[config.mk]
export PLATFORM = sky130hd
export DESIGN_NAME = rf_write_arbiter
export DESIGN_NICKNAME = d
export VERILOG_FILES = /design/src/rtl/rf_pkg.sv /design/src/rtl/rf_scoreboard.sv /design/src/rtl/rf_write_arbiter.sv
export SDC_FILE = /design/constraint.sdc
export NUM_CORES = 1
export LEC_CHECK = 0
export ABC_AREA = 1
export BUFFER_PORTS_ARGS = -buffer_cell sky130_fd_sc_hd__buf_4
export CAP_MARGIN = 25
export CORE_MARGIN = 2
export CORE_UTILIZATION = 45
export CTS_CLUSTER_SIZE = 20
export DETAILED_ROUTE_END_ITERATION = 8
export PLACE_DENSITY = 0.74
export SYNTH_ARGS = -nofsm -noshare
export SYNTH_HDL_FRONTEND = slang
export SYNTH_SLANG_ARGS = --single-unit
export TNS_END_PERCENT = 20
[constraint.sdc]
create_clock -name clk -period 1.6 [get_ports clk]
set_input_delay 0.24 -clock clk [delete_from_list [all_inputs] [get_ports clk]]
set_output_delay 0.24 -clock clk [all_outputs]
set_load 0.01 [all_outputs]
[src/rtl/rf_pkg.sv]
`default_nettype none
// ============================================================================
// Module      : rf_pkg
// Description : Shared widths and requester identifiers for the register-file
//               write arbiter and its scoreboard.
// Revision    : 1.0 - initial release
// ============================================================================
package rf_pkg;

    localparam int REG_ADDR_W = 5;
    localparam int DATA_W     = 32;
    localparam int REG_COUNT  = 32;

    typedef enum logic [0:0] {
        REQ_A = 1'b0,
        REQ_B = 1'b1
    } req_id_e;

endpackage
`default_nettype wire

[src/rtl/rf_scoreboard.sv]
`default_nettype none
// ============================================================================
// Module      : rf_scoreboard
// Description : Per-register busy bits; set by issue-stage claims, cleared by
//               register-file writes, read combinationally for hazard queries.
// Revision    : 1.0 - initial release
// ============================================================================
module rf_scoreboard
    import rf_pkg::*;
(
    input  logic                  clk,
    input  logic                  rst,
    input  logic                  claim_valid,
    input  logic [REG_ADDR_W-1:0] claim_addr,
    input  logic                  clr_valid,
    input  logic [REG_ADDR_W-1:0] clr_addr,
    input  logic [REG_ADDR_W-1:0] rs_q,
    input  logic [REG_ADDR_W-1:0] rt_q,
    output logic                  rs_busy,
    output logic                  rt_busy
);

    logic [REG_COUNT-1:0] r_busy;
    logic [REG_COUNT-1:0] w_busy_next;

    // Claim is applied after the clear so a same-register collision stays busy.
    always_comb begin
        w_busy_next = r_busy;
        if (clr_valid) begin
            w_busy_next[clr_addr] = 1'b0;
        end
        if (claim_valid) begin
            w_busy_next[claim_addr] = 1'b1;
        end
        w_busy_next[0] = 1'b0;
    end

    always_ff @(posedge clk) begin
        if (rst) begin
            r_busy <= '0;
        end else begin
            r_busy <= w_busy_next;
        end
    end

    assign rs_busy = r_busy[rs_q];
    assign rt_busy = r_busy[rt_q];

endmodule
`default_nettype wire

[src/rtl/rf_write_arbiter.sv]
`default_nettype none
// ============================================================================
// Module      : rf_write_arbiter
// Description : Round-robin arbiter merging ALU and load-unit writebacks into
//               a single registered register-file write port, plus scoreboard.
// Revision    : 1.0 - initial release
// ============================================================================
module rf_write_arbiter
    import rf_pkg::*;
(
    input  logic                  clk,
    input  logic                  rst,
    input  logic                  a_valid,
    input  logic [REG_ADDR_W-1:0] a_addr,
    input  logic [DATA_W-1:0]     a_data,
    output logic                  a_ready,
    input  logic                  b_valid,
    input  logic [REG_ADDR_W-1:0] b_addr,
    input  logic [DATA_W-1:0]     b_data,
    output logic                  b_ready,
    input  logic                  claim_valid,
    input  logic [REG_ADDR_W-1:0] claim_addr,
    input  logic [REG_ADDR_W-1:0] rs_q,
    input  logic [REG_ADDR_W-1:0] rt_q,
    output logic                  rs_busy,
    output logic                  rt_busy,
    output logic [REG_ADDR_W-1:0] rd_addr,
    output logic [DATA_W-1:0]     rd_data,
    output logic                  reg_write
);

    req_id_e               r_ptr;
    logic                  r_reg_write;
    logic [REG_ADDR_W-1:0] r_rd_addr;
    logic [DATA_W-1:0]     r_rd_data;

    logic                  w_xfer;
    logic [REG_ADDR_W-1:0] w_sel_addr;
    logic [DATA_W-1:0]     w_sel_data;

    // Grants depend only on valids, the pointer and reset, never on addr/data.
    always_comb begin
        a_ready = 1'b0;
        b_ready = 1'b0;
        if (!rst) begin
            if (a_valid && b_valid) begin
                a_ready = (r_ptr == REQ_A);
                b_ready = (r_ptr == REQ_B);
            end else begin
                a_ready = a_valid;
                b_ready = b_valid;
            end
        end
    end

    assign w_xfer     = a_ready | b_ready;
    assign w_sel_addr = b_ready ? b_addr : a_addr;
    assign w_sel_data = b_ready ? b_data : a_data;

    always_ff @(posedge clk) begin
        if (rst) begin
            r_ptr       <= REQ_A;
            r_reg_write <= 1'b0;
            r_rd_addr   <= '0;
            r_rd_data   <= '0;
        end else begin
            // Register 0 writes are accepted but never reach the register file.
            r_reg_write <= w_xfer && (w_sel_addr != '0);
            if (w_xfer) begin
                r_rd_addr <= w_sel_addr;
                r_rd_data <= w_sel_data;
                r_ptr     <= a_ready ? REQ_B : REQ_A;
            end
        end
    end

    assign reg_write = r_reg_write;
    assign rd_addr   = r_rd_addr;
    assign rd_data   = r_rd_data;

    rf_scoreboard u_scoreboard (
        .clk         (clk),
        .rst         (rst),
        .claim_valid (claim_valid),
        .claim_addr  (claim_addr),
        .clr_valid   (r_reg_write),
        .clr_addr    (r_rd_addr),
        .rs_q        (rs_q),
        .rt_q        (rt_q),
        .rs_busy     (rs_busy),
        .rt_busy     (rt_busy)
    );

endmodule
`default_nettype wire

# Word level (Yosys, flattened, before mapping)
# Cells that the tools add are included.
[op_classes]
order_cmp = 6
n_mux = 17
bitwise_logic = 5
reduce_logical = 5
[ops]
columns = ["cell", "count"]
rows = [
  ["$mux W32", 3],
  ["$and A32 B32 Y32", 1],
  ["$not A32 Y32", 1],
  ["$or A32 B32 Y32", 1],
  ["$lt A5 B6 Y1 const B", 4],
  ["$bmux W1 S5", 2],
  ["$demux W1 S5", 2],
  ["$ge A5 B1 Y1 const B", 2],
  ["$mux W1", 9],
  ["$mux W5", 1],
  ["$reduce_bool A5 Y1", 1],
  ["$logic_and A1 B1 Y1", 4],
  ["$not A1 Y1", 1],
  ["$or A1 B1 Y1", 1],
]
[totals]
regBits = 71
out_inout_bits = 42
inputBits = 94
elab_cells = 39

# Longest topological paths before layout
# Gate-level depths: netlist (run 1).
[depth]
ltp_word = 9
mapped_depth = 11
ltp_nobuf = 9

# By module
# A second synthesis (run 1) with hierarchy kept.
[hier_totals]
cells_unflattened = 561
hier_area_um2 = 3722.3
[by_module_without_submodules]
columns = ["module", "area_per_inst_um2", "seq_area_each_um2", "cells_each", "n_inst"]
rows = [
  ["rf_scoreboard", 1925.6, 620.6, 318, 1],
  ["rf_write_arbiter", 1796.7, 780.7, 243, 1],
]

# Worst setup path after synthesis (run 1)
# Ideal clock, no wire load.
[synth_timing]
kind = "input port to output port"
startpoint = "in rs_q[0]"
endpoint = "out rs_busy"
path_stages = 11
slack_ps = 321
arrival_ps = 1039
required_time_ps = 1360
path_buffers = 2
path_cell_list = "buf_4 inv_2 buf_4 nand2_1 nand3_1 nand3_1 nand2_1 nand2_1 nand2_1 nand2_1 nand2_1"
[synth_between]
elab_chain_len = 2
[synth_rtl]
columns = ["item", "line", "rtl"]
rows = [
  ["start: declaration", "rf_write_arbiter.sv:23", "input logic [REG_ADDR_W-1:0] rs_q,"],
  ["$bmux W1 S5", "rf_scoreboard.sv:46", "assign rs_busy = r_busy[rs_q];"],
  ["$mux W1 (implied by the code)", "rf_scoreboard.sv:46", ""],
  ["end: declaration", "rf_write_arbiter.sv:25", "output logic rs_busy,"],
]
# Every way passes these cells. The select of a mux whose other input is x is not followed.

# Final worst setup path (run 1)
[layout_timing]
startpoint = "reg u_scoreboard.r_busy[15]"
endpoint = "out rt_busy"
[layout_between]
elab_chain_len = 2
[layout_rtl]
columns = ["item", "line", "rtl"]
rows = [
  ["start: declaration", "rf_scoreboard.sv:23", "logic [REG_COUNT-1:0] r_busy;"],
  ["start signal: assignment", "rf_scoreboard.sv:42", "r_busy <= w_busy_next;"],
  ["$bmux W1 S5", "rf_scoreboard.sv:47", "assign rt_busy = r_busy[rt_q];"],
  ["$mux W1 (implied by the code)", "rf_scoreboard.sv:47", ""],
  ["end: declaration", "rf_write_arbiter.sv:26", "output logic rt_busy,"],
]
# Every way passes these cells. The select of a mux whose other input is x is not followed.

==> results.cfg, run 1 <==
[outcome]
status = complete, no violations

[timing]
max_slew_margin_pct = 53.8
period_minus_slack_ps = 1590
fin_skew_ps = 6.27
fin_crit_sh_pct = 99.5
slew_viol_final = 0
finalSetupViolations = 0
fin_tns_setup_ps = 0
worst_slew_pin_slew_ps = 688
max_freq_ghz = 0.628
final-hold-violation-count = 0
rsz0062_at_grt = yes

[pwr]
vdd_drop_max_uv = 560
p_leak_nw = 2.43
power_density_nw_per_um2 = 857

[layout]
diodes = 0
fill_cells = 752
drive_gt1_share_pct = 31.5
finalInstanceArea_um2 = 5150
final_nets = 791
area_growth_pct = 37.8
fin_util_pct = 63.3

[logic_synthesis]
yosysTopAreaCellShare_pct = 37.5
ys_ff_latch = 70
synth_top_family_by_area = simple AND/OR/NAND/NOR gates
synthArstFlopShare_pct = 0
synth-compound-area-share_pct = 18.4
avgSynthCellArea_um2 = 6.58
synth_area_um2 = 3740
yosysTopAreaCell = dfxtp_1
synth-simple-area-share_pct = 32.8
synth_edf_count = 0
synth_nets = 662
yosys_warnings = 0
synth_xor_area_share_pct = 0
synthTopCellsByArea = dfxtp_1 (37%), nand2_1 (19%), nand3_1 (11%), a21oi_1 (6.2%), inv_1 (5.3%)
netlist_instances = 568
ys_types = 22
synth_fa_ha_area_share_pct = 0
synthMuxAreaShare_pct = 0
ys.flop_type = dfxtp_1
yosysMostFrequentCell = nand2_1
synth_common_cells = nand2_1 (189), nand3_1 (81), dfxtp_1 (70)
ys_seq_area_share_pct = 37.5

[clocking]
root_buffer = clkbuf_8
cts_buffers = 9
clockBufferDepth = 2
cts_tree = yes
cts_max_level = 3
cts_hold_buf = 0
cts_sinks = 70
clk_pin_slew_ps = 80
insertion_delay_ps = 340

[setup_path]
path_max_fanout = 3
required_ps = 1360
critPathKind = register to output pin
cp-end-kind = output pin
r2r_start = r_ptr$_SDFFE_PP0P_
cp.arrival_ps = 1350
critPathLaunchType = register
cp-startpoint = u_scoreboard.r_busy[15]$_SDFF_PP0_

[placed_design]
placed_cell_area_um2 = 4780
place_hpwl_mm = 9.29
gp_congestion = 0.929
port_buffers = 135

[hold_path]
min_path_type = primary input to register
hold_start = b_data[7]

[grt]
grt_pass1_vias = 3928
track_usage_pct = 28.7
antenna_found_initial = 0
grt_pass1_wl_mm = 19.9
grt_max_degree = 75
overflow = 0

[floorplanning]
dieArea_um2 = 9050
die_y_um = 95.1
row_count = 33
start_util_pct = 45.9
core_region_area_um2 = 8130
io_pins = 136
dieWidth_um = 95.1

[routing]
drc = 0
wirelength_mm = 12.7
vias = 4291
drtIter0Drc = 309
first_pass_iters = 5
wl_per_cell_um = 15.7
via_per_inst = 5.32
detail-route-antenna-nets = 0

[flow_run]
drv_cap = 0
==> kinds of logic (layout without fill, tap and decap cells) <==
group                  after synthesis  count (layout)
and+or+nand+nor                    287             288
AOI/OAI and AO/OA                  121             121
buffers and inverters               90             223
DFF                                 70              70
==> report_power, final <==
part	switching (W)	internal, W	leakage (nW)
Sequential	0.0000771	0.00184	0.589
Clock	0.000673	0.000914	0.108
Combinational	0.000478	0.000433	1.73
Total	0.00123	0.00318	2.43
==> flip-flops by register name (all words and copies together) (netlist names) <==
name / cells
reg_write: 1
rd_data: 32
u_scoreboard.r_busy: 31
r_ptr: 1
rd_addr: 5
==> timing repair <==
item / CTS / global route
hold endpoints to repair: 0 / 0
endpoints found under the setup margin: 3 / 3
gates resized for setup: 14 / 42
buffers inserted: 1 / 0
pin swaps: 1 / 19
gates cloned: 1 / 0
==> path summary, 6_finish.rpt <==
kind / cells after the start / slack, ps / endpoint
max: 9 / 8 / rt_busy
min: 3 / 150 / rd_data[7]$_SDFFE_PP0P_
min reg2reg: 1 / 460 / r_ptr$_SDFFE_PP0P_
max reg2reg: 8 / 180 / reg_write$_SDFF_PP0_
==> layer usage <==
layer  GRT usage [%]  part of all wire (%)  vias up
met5               0                     0        -
met4            9.90                   3.0        0
met3            10.3                    10       25
met2            44.4                    45      205
met1            36.9                    42     1921
li1                -                     -     2140
==> critical path, stage by stage, from the launching register on <==
cell     delay (ps)
dfxtp_1         410
nand2_1          70
nand3_1          90
nand3_1          70
nand2_1          70
nand2_1          50
nand2_1          50
nand2_1          50
nand2_1          60
buf_4           110
==> cell type report <==
class | count | area (um2) | area share (%)
sequential | 70 | 1450 | 28.1
clock buffer | 10 | 138 | 2.67
multi-input combinational | 409 | 1980 | 38.5
clock inverter | 6 | 85.1 | 1.65
timing repair buffer | 148 | 1140 | 22.1
tap | 105 | 131 | 2.55
inverter | 59 | 226 | 4.40
==> cells in the final DEF (no fill, tap or decap) <==
| cell type | netlist | final |
|---|---|---|
| dfxtp_1 | 70 | 46 |
| nand2_1 | 189 | 181 |
| a31oi_1 | 14 | 14 |
| dfxtp_2 | 0 | 18 |
| clkbuf_8 | 0 | 10 |
| o211ai_1 | 23 | 23 |
| inv_1 | 53 | 48 |
| o21ai_0 | 32 | 32 |
| buf_6 | 5 | 1 |
| nor3_2 | 3 | 3 |
| o21ai_2 | 1 | 1 |
| bufinv_16 | 0 | 2 |
| a211oi_1 | 1 | 1 |
| o21ai_1 | 4 | 4 |
| a21oi_1 | 46 | 46 |
| nand3_1 | 81 | 74 |
| nand3_4 | 1 | 1 |
| nand2_4 | 0 | 1 |
| dfxtp_4 | 0 | 6 |
| nor2_1 | 3 | 3 |
| clkinvlp_4 | 0 | 2 |
| nand2_2 | 1 | 8 |
| inv_4 | 1 | 2 |
| buf_12 | 0 | 2 |
| clkinv_2 | 0 | 2 |
| buf_4 | 7 | 145 |
| nor3_1 | 9 | 9 |
| nand3_2 | 0 | 8 |
| inv_2 | 5 | 9 |
==> stage by stage <==
step	cells	hold slack [ps]	power, W	worst slack [ps]
floorplan	568	338	0.00240	321
global placement	789	459	0.00282	118
detailed placement	789	471	0.00283	119
CTS	807	142	0.00442	2.49
global route	807	144	0.00461	-94.4
finish	807	154	0.00441	7.53
No activity file was read; power rests on OpenSTA's default activity.
==> run 2: changes to the inputs <==
- CORE_UTILIZATION: 45 -> 40
- PLACE_DENSITY: 0.74 -> 0.77
==> results.cfg, run 2 (synthesis gave the netlist of run 1 again) <==
[clocking]
clk_pin_slew_ps = 80
root_buffer = clkbuf_8
insertion_delay_ps = 340
cts_max_level = 3
cts_tree = yes
cts_buffers = 9
cts_sinks = 70
clockBufferDepth = 2

[timing]
slew_viol_final = 0
fin_skew_ps = 13.1
max_slew_margin_pct = 68.3
finalSetupViolations = 0
period_minus_slack_ps = 1570
rsz0062_at_grt = yes
worst_slew_pin_slew_ps = 472
final-hold-violation-count = 0
fin_crit_sh_pct = 98.2
max_freq_ghz = 0.637

[setup_path]
critPathBufInv = 1
cpMaxStageDelayCell = dfxtp_1
critPathKind = register to output pin
cp_top_family = simple AND/OR/NAND/NOR gates
crit_chain = nand2_1 -> nand3_1 -> nand3_1 -> nand2_1 -> nand2_1 -> nand2_1 -> nand2_1 -> nand2_1 -> buf_4
cpPeakStageDelay_ps = 380
cpMostUsedCell = nand2_1
path_max_fanout = 3
critPathLaunchType = register
cp-end-kind = output pin
required_ps = 1360
cp.arrival_ps = 1330

[floorplanning]
io_pins = 136
dieWidth_um = 101
core_region_area_um2 = 9150
dieArea_um2 = 10100
die_y_um = 101
start_util_pct = 40.8
row_count = 35

[layout]
fin_util_pct = 55.9
final_nets = 793
area_growth_pct = 36.9
largest_reg_flops = 32
diodes = 0
drive_gt1_share_pct = 30.4
finalInstanceArea_um2 = 5110
most-common-layout-cells = nand2_1 (187), buf_4 (145), nand3_1 (76)
final_common_cell = nand2_1

[grt]
grt_pass1_vias = 4185
overflow = 0
grt_pass1_wl_mm = 18.9
track_usage_pct = 23.2
grt_max_degree = 75
antenna_found_initial = 0

[placed_design]
placed_cell_area_um2 = 4820
gp_congestion = 0.863
place_hpwl_mm = 8.64
port_buffers = 135

[pwr]
p_leak_nw = 2.41
power_density_nw_per_um2 = 807
vdd_drop_max_uv = 454

[routing]
drc = 0
detail-route-antenna-nets = 0
vias = 4277
wirelength_mm = 11.8
drtIter0Drc = 283
via_per_inst = 5.25
first_pass_iters = 5
wl_per_cell_um = 14.4

[hold_path]
min_path_type = primary input to register

[outcome]
status = complete, no violations

[flow_run]
drv_cap = 0
==> run 2: path summary, 6_finish.rpt <==
path / start / to / slack [ps] / depth (start not counted)
hold / removal: b_valid / r_ptr$_SDFFE_PP0P_ / 130 / 2
hold reg to reg: u_scoreboard.r_busy[5]$_SDFF_PP0_ / u_scoreboard.r_busy[5]$_SDFF_PP0_ / 480 / 2
setup reg to reg: r_ptr$_SDFFE_PP0P_ / reg_write$_SDFF_PP0_ / 200 / 10
setup / recovery: u_scoreboard.r_busy[31]$_SDFF_PP0_ / rt_busy / 30 / 9
==> run 2: layout make-up <==
class / instances / area (um2)
Clock buffer: 10 / 138
Clock inverter: 6 / 37.5
Fill cell: 845 / 4040
Inverter: 59 / 226
Multi-Input combinational cell: 408 / 1940
Sequential cell: 70 / 1430
Tap cell: 111 / 139
Timing Repair Buffer: 151 / 1200
==> run 2: metal layers <==
layer  routed length (um)  GRT usage [%]  vias up
met2                 5750           40.5      204
met1                 4740           27.3     1910
met5                    0              0        -
met4                  272           10.1        0
met3                 1010           4.99       22
li1                     -              -     2141
==> run 2: stage by stage <==
stage / setup WS, ps / power, W / TNS, ps / cells / hold slack, ps
floorplan: 321 / 0.00240 / 0 / 568 / 338
global placement: 174 / 0.00282 / 0 / 796 / 460
detailed placement: 150 / 0.00284 / 0 / 796 / 480
CTS: 7.56 / 0.00412 / 0 / 815 / 136
global route: -60.2 / 0.00431 / -118 / 815 / 139
finish: 29.5 / 0.00413 / 0 / 815 / 134
==> run 2: power by group <==
part / leakage (nW) / internal (W) / switching [W]
Combinational: 1.74 / 0.000444 / 0.000467
Sequential: 0.588 / 0.00184 / 0.0000781
Clock: 0.0841 / 0.000596 / 0.000697
==> run 2: timing repair <==
| action | CTS | global route |
|---|---|---|
| setup endpoints to repair | 1 | 2 |
| gates cloned | 0 | 0 |
| resized for setup | 1 | 36 |
| pin swaps | 0 | 8 |
| hold buffers | 0 | 0 |
| setup buffers | 3 | 0 |
==> run 3: changes to the inputs <==
- ABC_CLOCK_PERIOD_IN_PS: unset -> 1600
- SYNTH_HIERARCHICAL: unset -> 1
==> results.cfg, run 3 <==
[outcome]
status = complete, no violations

[floorplanning]
core_region_area_um2 = 9150
row_count = 35
die_y_um = 100
start_util_pct = 40.7
io_pins = 136
dieArea_um2 = 10100
dieWidth_um = 100

[grt]
track_usage_pct = 22.4
antenna_found_initial = 0
grt_max_degree = 47
overflow = 0
grt_pass1_vias = 3810
grt_pass1_wl_mm = 18.1

[logic_synthesis]
yosysMostFrequentCell = nand2_1
synthArstFlopShare_pct = 0
yosys_warnings = 6
ys_seq_area_share_pct = 37.6
ys_types = 24
avgSynthCellArea_um2 = 6.64
yosysTopAreaCellShare_pct = 37.6
synth_nets = 655
synth_area_um2 = 3720
ys_ff_latch = 70
yosysTopAreaCell = dfxtp_1
ys.flop_type = dfxtp_1
synth_edf_count = 0
synth_common_cells = nand2_1 (190), dfxtp_1 (70), nand3_1 (70)
netlist_instances = 561
synthTopCellsByArea = dfxtp_1 (38%), nand2_1 (19%), nand3_1 (9.4%), a21oi_1 (7.9%), o21ai_0 (4.6%)

[setup_path]
cp-end-kind = output pin
crit_chain = inv_2 -> nand2_1 -> nand3_1 -> nand3_1 -> nand3_1 -> nand2_1 -> nand2_1 -> nand2_1 -> buf_4
reg2regPathDepth = 8
required_ps = 1360
critPathLaunchType = register
path_max_fanout = 2
cpMaxStageDelayCell = dfxtp_2
r2r_end = reg_write$_SDFF_PP0_
critPathBufInv = 2
cpPeakStageDelay_ps = 330
r2r_slack_ps = 240
cpMostUsedCell = nand2_1
critPathKind = register to output pin
cp.arrival_ps = 1350
cp-startpoint = u_scoreboard/r_busy[2]$_SDFF_PP0_
cp_top_family = simple AND/OR/NAND/NOR gates
r2r_start = r_ptr$_SDFFE_PP0P_

[timing]
slew_viol_final = 0
fin_crit_sh_pct = 99.3
finalSetupViolations = 0
fin_skew_ps = 9.80
worst_slew_pin_slew_ps = 576
max_freq_ghz = 0.630
final-hold-violation-count = 0
rsz0062_at_grt = yes
period_minus_slack_ps = 1590
max_slew_margin_pct = 61.3
setup_slack_ps = 11.9

[routing]
vias = 4249
wl_per_cell_um = 14.2
drtIter0Drc = 314
first_pass_iters = 5
drc = 0
wirelength_mm = 11.4
via_per_inst = 5.28
detail-route-antenna-nets = 0

[clocking]
cts_tree = yes
cts_hold_buf = 0
clk_pin_slew_ps = 70
clockBufferDepth = 2
cts_setup_buffers = 0
root_buffer = clkbuf_8
insertion_delay_ps = 340
cts_buffers = 9
cts_sinks = 70
cts_max_level = 3

[pwr]
power_density_nw_per_um2 = 829
p_leak_nw = 2.33
p_sw_w = 0.00117
sw_frac_of_total_pct = 28.3
vdd_drop_max_uv = 543
p_seq_share_pct = 46.7
p_int_w = 0.00297
power_frac_comb_pct = 22.3
clkPwrFrac_pct = 30.9

[flow_run]
drv_cap = 0

[layout]
fin_util_pct = 54.7
final_common_cell = nand2_1
final_nets = 784
most-common-layout-cells = nand2_1 (189), buf_4 (146), nand3_1 (68)
largest_reg_flops = 32
diodes = 0
area_growth_pct = 34.5
drive_gt1_share_pct = 29.4

[hold_path]
min_path_type = primary input to register
whs_endpoint = rd_data[5]$_SDFFE_PP0P_
hold_start = b_data[5]
whs_path_depth = 3

[placed_design]
place_ws_ps = 74.4
gp_congestion = 0.892
port_buffers = 135
place_hpwl_mm = 8.64
## run 3: cell types whose count changed after synthesis, sizes merged
cell	previous run	this run
o211ai	23	8
clkbuf	3	4
buf	28	26
a21oi	46	59
nand2	190	191
a31oi	14	27
a21o	0	2
nand3b	0	1
nand3	82	70
inv	59	50
## run 3: per-stage QoR
step	hold slack [ps]	instances	cell area [um2]	total power (W)	TNS (ps)
after floorplan	309	561	3720	0.00243	0
after global placement	459	790	4790	0.00288	0
after detailed placement	472	790	4790	0.00289	0
after CTS	145	804	4970	0.00417	0
after global routing	157	804	5010	0.00434	-113
final	157	804	5010	0.00415	0
## run 3: what timing repair did
action                     in CTS  in global routing
setup endpoints to repair       3                  3
pin swaps                       0                  4
gates resized for setup         5                 28
## run 3: cell type report
class	instances	area (um2)
Clock buffer	13	169
Timing Repair Buffer	148	1140
Fill cell	897	4150
Sequential cell	70	1430
Tap cell	111	139
Inverter	50	198
Clock inverter	1	5.00
Multi-Input combinational cell	411	1940
## run 3: metal layers
layer | part of all wire, % | up-vias | GRT usage (%)
li1 | - | 2133 | -
met1 | 39 | 1906 | 27.1
met2 | 50 | 192 | 38.4
met3 | 9.4 | 18 | 6.24
met4 | 1.4 | 0 | 7.90
met5 | 0 | - | 0
## run 3: worst register-to-register path: stages, from the launching register on
cell	delay [ps]
dfxtp_1	340
inv_1	80
nand2_2	120
nand2_4	100
buf_12	170
o21ai_1	200
nand2_1	90
nor2_1	110
nor2_1	40
## run 3: power by group through the flow
stage          Sequential, W  Clock [W]  Combinational [W]
6_report             0.00194    0.00128           0.000926
3_5_place_dp         0.00197          0           0.000920
4_1_cts              0.00194    0.00131           0.000924
5_1_grt              0.00195    0.00138            0.00101
2_1_floorplan        0.00201          0           0.000424
3_3_place_gp         0.00197          0           0.000905
## run 3: kinds of logic (layout without fill, tap and decap cells)
group / after synthesis / in the layout / share of synthesized area, %
buffers and inverters: 80 / 212 / 10.7
DFF: 70 / 70 / 37.6
and+or+nand+nor: 277 / 277 / 31.9
AOI/OAI and AO/OA: 134 / 134 / 19.8
## run 3: how the worst max path moves through the flow
stage / depth (start not counted) / end / slack, ps
CTS: 5 / b_ready / 2
global route: 9 / rs_busy / -70
finish: 9 / rt_busy / 10
floorplan: 11 / rs_busy / 340
detailed placement: 11 / rs_busy / 70
global placement: 11 / rs_busy / 80
